<file path="src/rtl/reg_bank_reader_pkg.sv">
// Shared definitions for the register-bank reader: default word width,
// FSM state encoding and the index-width helper.
package reg_bank_reader_pkg;

  localparam int unsigned WIDTH_DEFAULT = 8;

  typedef enum logic [1:0] {
    IDLE   = 2'b00,
    STREAM = 2'b01,
    DONE   = 2'b10
  } state_e;

  // Width of an element index; at least one bit so a 2-element bank still
  // gets a usable index.
  function automatic int unsigned idx_width(input int unsigned n);
    return (n <= 2) ? 1 : $clog2(n);
  endfunction

endpackage

</file>
<file path="src/rtl/reader_snapshot_reg.sv">
// One word of snapshot storage: WIDTH-bit register with synchronous clear
// and load enable.
module reader_snapshot_reg
  import reg_bank_reader_pkg::*;
#(
  parameter int unsigned WIDTH = WIDTH_DEFAULT
) (
  input  logic             clk,
  input  logic             clear,
  input  logic             load,
  input  logic [WIDTH-1:0] d,
  output logic [WIDTH-1:0] q
);

  logic [WIDTH-1:0] data_q;
  logic [WIDTH-1:0] data_d;

  // Capture the incoming word only when loading, otherwise hold.
  always_comb begin
    data_d = data_q;
    if (load) begin
      data_d = d;
    end
  end

  // Storage register; clear wins over load.
  always_ff @(posedge clk) begin
    if (clear) begin
      data_q <= '0;
    end else begin
      data_q <= data_d;
    end
  end

  assign q = data_q;

endmodule

</file>
<file path="src/rtl/reg_bank_reader.sv">
// Register-bank reader: on start (in IDLE) snapshots a flat bank of N_ELEM
// words and streams them out over valid/ready, element 0 first, followed by
// a one-cycle done pulse.
// Optional build macro READER_LAST_EN adds a 'last' output marking the final
// element while it is valid.
module reg_bank_reader
  import reg_bank_reader_pkg::*;
#(
  parameter int unsigned N_ELEM = 4,
  parameter int unsigned WIDTH  = WIDTH_DEFAULT,
  localparam int unsigned IDX_W = idx_width(N_ELEM)
) (
  input  logic                    clk,
  input  logic                    clear,
  input  logic                    start,
  input  logic [N_ELEM*WIDTH-1:0] bank_in,
  output logic [WIDTH-1:0]        d_out,
  output logic                    valid,
  input  logic                    ready,
  output logic [IDX_W-1:0]        idx,
  output logic                    busy,
  output logic                    done
`ifdef READER_LAST_EN
  ,
  output logic                    last
`endif
);

  localparam logic [IDX_W-1:0] LAST_IDX = IDX_W'(N_ELEM - 1);

  state_e           state_q, state_d;
  logic [IDX_W-1:0] idx_q, idx_d;
  logic [IDX_W-1:0] idx_inc;
  logic [WIDTH-1:0] d_out_q, d_out_d;
  logic             snap_load;
  logic [WIDTH-1:0] snap_q [N_ELEM];

  // Snapshot storage, one register per bank element.
  generate
    for (genvar gi = 0; gi < N_ELEM; gi++) begin : g_snap
      reader_snapshot_reg #(
        .WIDTH (WIDTH)
      ) u_snap (
        .clk   (clk),
        .clear (clear),
        .load  (snap_load),
        .d     (bank_in[gi*WIDTH +: WIDTH]),
        .q     (snap_q[gi])
      );
    end
  endgenerate

  // Next-state, index and data-register logic. Element 0 is taken straight
  // from bank_in at the snapshot edge so it is presented the very next
  // cycle; later elements come from the snapshot registers.
  always_comb begin
    state_d   = state_q;
    idx_d     = idx_q;
    d_out_d   = d_out_q;
    snap_load = 1'b0;
    idx_inc   = idx_q + 1'b1;
    unique case (state_q)
      IDLE: begin
        if (start) begin
          snap_load = 1'b1;
          idx_d     = '0;
          d_out_d   = bank_in[WIDTH-1:0];
          state_d   = STREAM;
        end
      end
      STREAM: begin
        if (ready) begin
          if (idx_q == LAST_IDX) begin
            idx_d   = '0;
            state_d = DONE;
          end else begin
            idx_d   = idx_inc;
            d_out_d = snap_q[idx_inc];
          end
        end
      end
      DONE: begin
        state_d = IDLE;
      end
      default: begin
        state_d = IDLE;
      end
    endcase
  end

  // State, index and output-data registers.
  always_ff @(posedge clk) begin
    if (clear) begin
      state_q <= IDLE;
      idx_q   <= '0;
      d_out_q <= '0;
    end else begin
      state_q <= state_d;
      idx_q   <= idx_d;
      d_out_q <= d_out_d;
    end
  end

  assign d_out = d_out_q;
  assign idx   = idx_q;
  assign valid = (state_q == STREAM);
  assign done  = (state_q == DONE);
  assign busy  = (state_q != IDLE);

`ifdef READER_LAST_EN
  assign last = (state_q == STREAM) && (idx_q == LAST_IDX);
`endif

endmodule

</file>
<file path="config.mk">
export PLATFORM = sky130hd
export DESIGN_NAME = reg_bank_reader
export DESIGN_NICKNAME = d
export VERILOG_FILES = /design/src/rtl/reg_bank_reader_pkg.sv /design/src/rtl/reader_snapshot_reg.sv /design/src/rtl/reg_bank_reader.sv
export SDC_FILE = /design/constraint.sdc
export NUM_CORES = 1
export LEC_CHECK = 0
export CORE_MARGIN = 5
export CORE_UTILIZATION = 50
export CTS_BUF_LIST = sky130_fd_sc_hd__clkbuf_2
export DETAILED_ROUTE_END_ITERATION = 10
export PLACE_DENSITY = 0.78
export SYNTH_ARGS = -nofsm -noshare
export SYNTH_HDL_FRONTEND = slang
export SYNTH_SLANG_ARGS = --single-unit
</file>
<file path="constraint.sdc">
create_clock -name clk -period 1.67 [get_ports clk]
set_clock_uncertainty 0.1 [all_clocks]
set_input_delay 0.4175 -clock clk [delete_from_list [all_inputs] [get_ports clk]]
set_output_delay 0.4175 -clock clk [all_outputs]
set_load 0.01 [all_outputs]
</file>
Word level (Yosys, flattened, before mapping)

Cells that the tools add are included.
W data, S select, Z words.

Logic and storage cells: 40
Bits in registers: 44
Output and inout bits: 13

Muxes and demuxes: 17
Eq/ne operators: 7
$lt $le $gt $ge: 1
Add/subtract/negate cells: 1
Reduce and logical (&&, ||, !) cells: 6
Bitwise gates (word level): 1

Operators by type and width:

| cell                  | number |
|---|---|
| $mux W8               | 5 |
| $bmux W8 S2           | 1 |
| $pmux W8 S2           | 1 |
| $mux W2               | 6 |
| $pmux W2 S2           | 2 |
| $reduce_and A3 Y1     | 2 |
| $eq A2 B2 Y1 const B  | 2 |
| $ne A2 B1 Y1 const B  | 2 |
| $ne A2 B2 Y1 const B  | 2 |
| $reduce_and A4 Y1     | 1 |
| $reduce_bool A2 Y1    | 2 |
| $ge A3 B3 Y1 const B  | 1 |
| $not A2 Y3            | 1 |
| $add A2 B1 Y2 const B | 1 |
| $eq A2 B1 Y1 const B  | 1 |
| $logic_not A2 Y1      | 1 |
| $mux W1               | 2 |

Longest topological paths before layout

Depth after elaboration: 8
Depth in mapped cells: 5

Modules after synthesis

A second synthesis with hierarchy kept.

Cells, all modules: 193
Area total of the unflattened synthesis: 1976.9 um^2

By module, submodules not included:

| module              | cells an instance | times used | area an instance (um^2) |
|---|---|---|---|
| reader_snapshot_reg | 26                | 4          | 285.3 |
| reg_bank_reader     | 89                | 1          | 835.8 |

Least setup slack after synthesis

Ideal clock, no wire load.

Kind: reg2reg
Start point: reg idx_q[0] (netlist: idx[0])
End point: reg d_out_q[4] (netlist: d_out[4])
Slack: 183 ps
Cell stages (with the launch flop): 6
Library setup time: 133 ps
Required time: 1437 ps
Arrival time: 1254 ps
Buffers on the path: 2
Clock period less this slack: 1487 ps
Cells stage by stage: dfxtp_1 buf_4 buf_6 mux2_1 a22oi_1 a311oi_1

Cells in the longest elaborated chain, start to end: 8
Elaborated cells on any way between the ends: 11
Those cells by class: add/sub (1); eq/ne (2); mux (6); bitwise (1); reduce/logical (1)

RTL lines:

| what                                        | line                   | RTL |
|---|---|---|
| start, declared                             | reg_bank_reader.sv:32  | `logic [IDX_W-1:0] idx_q, idx_d;` |
| start signal, assigned                      | reg_bank_reader.sv:99  | `idx_q <= idx_d;` |
| $add A2 B1 Y2                               | reg_bank_reader.sv:61  | `idx_inc = idx_q + 1'b1;` |
| $not A2 Y3 (not written as such)            | reg_bank_reader.sv:78  | `d_out_d = snap_q[idx_inc];` |
| $bmux W8 S2                                 | reg_bank_reader.sv:78  |  |
| $mux W8 (not written as such) (2 in series) | reg_bank_reader.sv:78  |  |
| $mux W8                                     | reg_bank_reader.sv:73  | `if (idx_q == LAST_IDX) begin` |
| $mux W8                                     | reg_bank_reader.sv:72  | `if (ready) begin` |
| $pmux W8 S2                                 | reg_bank_reader.sv:62  | `unique case (state_q)` |
| end signal, assigned                        | reg_bank_reader.sv:100 | `d_out_q <= d_out_d;` |
| end, declared                               | reg_bank_reader.sv:34  | `logic [WIDTH-1:0] d_out_q, d_out_d;` |

Several ways; a longest one is shown, not always the timed one. The select of a mux whose other input is x is not followed.
A chain may end at the register's enable or synchronous reset.

Worst setup path in the final report

Start point: reg state_q[1]
End point: out busy

Cells in the longest elaborated chain, start to end: 1

RTL lines:

| what                   | line                   | RTL |
|---|---|---|
| start, declared        | reg_bank_reader.sv:31  | `state_e state_q, state_d;` |
| start signal, assigned | reg_bank_reader.sv:98  | `state_q <= state_d;` |
| $reduce_bool A2 Y1     | reg_bank_reader.sv:108 | `assign busy = (state_q != IDLE);` |
| end, declared          | reg_bank_reader.sv:21  | `output logic busy,` |

No other way between the ends.

==> run_results.csv <==
group,metric,value,unit
place,place_hpwl,3320,um
logic_synthesis,syn_nets,267,
layout,final_cell_mix,"64 x nand2_1, 35 x dfxtp_1, 35 x clkdlybuf4s50_1",
grt,antenna_found_initial,0,
logic_synthesis,yosysTopAreaCellShare,0.450,
grt,grt_overflow,0,
routing,wl_per_cell,14.6,um
sta,final_max_slew_viol_count,0,
floorplanning,die_w,72.6,um
floorplanning,io_pins,49,
clocking,clk_latency,420,ps
layout,insertedDiodeCount,0,
worst_setup_path,cp_max_fo,4,
sta,layout_setup_ws,-22.1,ps
job,maxCapViolations,0,
routing,routed_wl,4890,um
routing,drt_first_pass_iters,5,
layout,fin_util,0.723,
power,total_power,2060,uW
worst_setup_path,worstSetupPathType,"reg -> out",
logic_synthesis,seq_area_frac_synth,0.450,
power,p_leak,0.00108,uW
logic_synthesis,synthFlopType,"dfxtp_1",
layout,drive_above_1_share,0.177,
grt,grt_pass1_wl,7780,um
logic_synthesis,synth.area.top_cells,"dfxtp_1 45%, nand2_1 12%, mux2_1 9.2%",
routing,antenna_left,0,
floorplanning,start_util,0.527,
worst_setup_path,crit_path_end_kind,"primary output",
sta,fmax,591,MHz
sta,fin_crit_sh,1.01,
layout,area_growth,37.0,%
floorplanning,coreArea,0.00372,mm2
routing,vias_per_cell,5.43,
sta,slew_headroom,0.783,
worst_setup_path,cp.arrival,1170,ps
routing,drc,0,
routing,drt_iter0_markers,212,
layout,final_common_cell,"nand2_1",
logic_synthesis,syn_area,0.00196,mm2
sta,period_minus_slack,1690,ps
logic_synthesis,syn_area_per_cell,8.52,um2
logic_synthesis,synth_area_leader_cell,"dfxtp_1",
routing,num_vias,1824,
sta,whs,365,ps
clocking,hold_buffers,0,
place,finalWeightedCongestion,0.785,
layout,fin_cells,336,
power,ir_drop,0.544,mV
grt,grt_pass1_vias,1685,
clocking,clock-sinks,44,
logic_synthesis,synth_edf_count,0,
worst_setup_path,cp.required,1150,ps
logic_synthesis,async_reset_ff_frac,0,
sta,tightest_slew,326,ps
grt,grt_max_degree,45,
logic_synthesis,ys_ff_latch,44,
grt,track_usage,0.189,
sta,finalHoldViolCount,0,
power,powerDensity,767,mW/mm2
clocking,cts.clk_slew.worst_paths,210,ps
place,dpl.cell_count,324,
clocking,htreeDepth,2,
place,portBuffers,48,
floorplanning,die_h,72.6,um
worst_hold_path,hold_class,"reg -> reg",
worst_setup_path,crit_path_start_kind,"flop",
floorplanning,fp.dieArea,0.00527,mm2
sta,setup_violations,2,
outcome,status,"finished with violations",
clocking,tritoncts,"yes",
logic_synthesis,syn-instance-count,230,
floorplanning,rows,22,
clocking,cts_made_buffers,5,
clocking,clockBufferDepth,2,
sta,rsz0062_at_grt,"true",
logic_synthesis,yosysWarningCount,0,
layout,fin_nets,325,
outcome,violations,"setup timing",
clocking,cts_root_buffer,"clkbuf_2",
logic_synthesis,synth_cell_types,28,
repair_timing:
item	4_1_cts	5_1_grt
endpoints found under the setup margin	13	12
buffers inserted	4	2
gates resized for setup	36	14
pin swaps	5	6
registers in the layout, summed over array words and instances, names as in the netlist:
name and cells:
g_snap.u_snap.q 32, d_out 8, idx 2, state_q 2
final cells by class:
type / instances / area [um2]
Sequential cell: 44 / 895
Clock buffer: 6 / 30.0
Timing Repair Buffer: 70 / 689
Inverter: 2 / 7.51
Clock inverter: 1 / 5.00
Fill cell: 302 / 1030
Multi-Input combinational cell: 165 / 998
Tap cell: 48 / 60.1
path summary, 6_finish.rpt:
| kind | start | to | slack, ps | cells past startpoint |
|---|---|---|---|---|
| worst min register to register | g_snap[0].u_snap.q[5]$_SDFFE_PP0P_ | g_snap[0].u_snap.q[5]$_SDFFE_PP0P_ | 370 | 2 |
| worst max-delay path | state_q[1]$_SDFFE_PP0P_ | busy | -20 | 2 |
| worst min-delay path | g_snap[0].u_snap.q[5]$_SDFFE_PP0P_ | g_snap[0].u_snap.q[5]$_SDFFE_PP0P_ | 370 | 2 |
| worst max register to register | idx[0]$_SDFFE_PP0P_ | d_out[4]$_SDFFE_PP0P_ | 50 | 6 |
worst max-delay path: stages, from the launching register on:
cell and delay [ps]:
dfxtp_4 410, or2_1 210, buf_2 130
synthesized netlist by cell type (3+ instances only):
| cell | number |
|---|---|
| buf_2 | 4 |
| a311oi_1 | 8 |
| buf_4 | 3 |
| o21ai_0 | 8 |
| nand2_1 | 64 |
| buf_6 | 5 |
| mux2_1 | 16 |
| a21oi_1 | 34 |
| dfxtp_1 | 44 |
| clkbuf_1 | 5 |
| nand3_1 | 3 |
| a22oi_1 | 8 |
| nor3_1 | 8 |
report_power, final:
group,internal [uW],switching [uW]
Combinational,252,217
Clock,99.8,329
Sequential,1130,38.2
metrics by stage:
step | worst slack, ps | instance area [um2] | TNS [ps]
3_5_place_dp | -311 | 2550 | -8610
5_1_grt | -88.6 | 2690 | -328
6_report | -22.1 | 2690 | -24.5
4_1_cts | -45.2 | 2610 | -65.7
2_1_floorplan | 183 | 1960 | 0
3_3_place_gp | -231 | 2550 | -7940
layer usage:
metal	vias up	GRT usage	routed length, um
li1	914	-	-
met1	850	0.251	2240
met2	55	0.298	2240
met3	5	0.0386	373
met4	0	0.0779	37
met5	-	0	0
logic make-up after synthesis:
kind of cell             after synthesis  synth area share
buffers and inverters                 21            0.0690
AND/OR/NAND/NOR                       89             0.206
AO/OA/AOI/OAI                         59             0.178
adder cells (fa/ha/maj)                1           0.00638
flip-flops                            44             0.450
multiplexers                          16            0.0920
(Power assumes the default switching activity.)
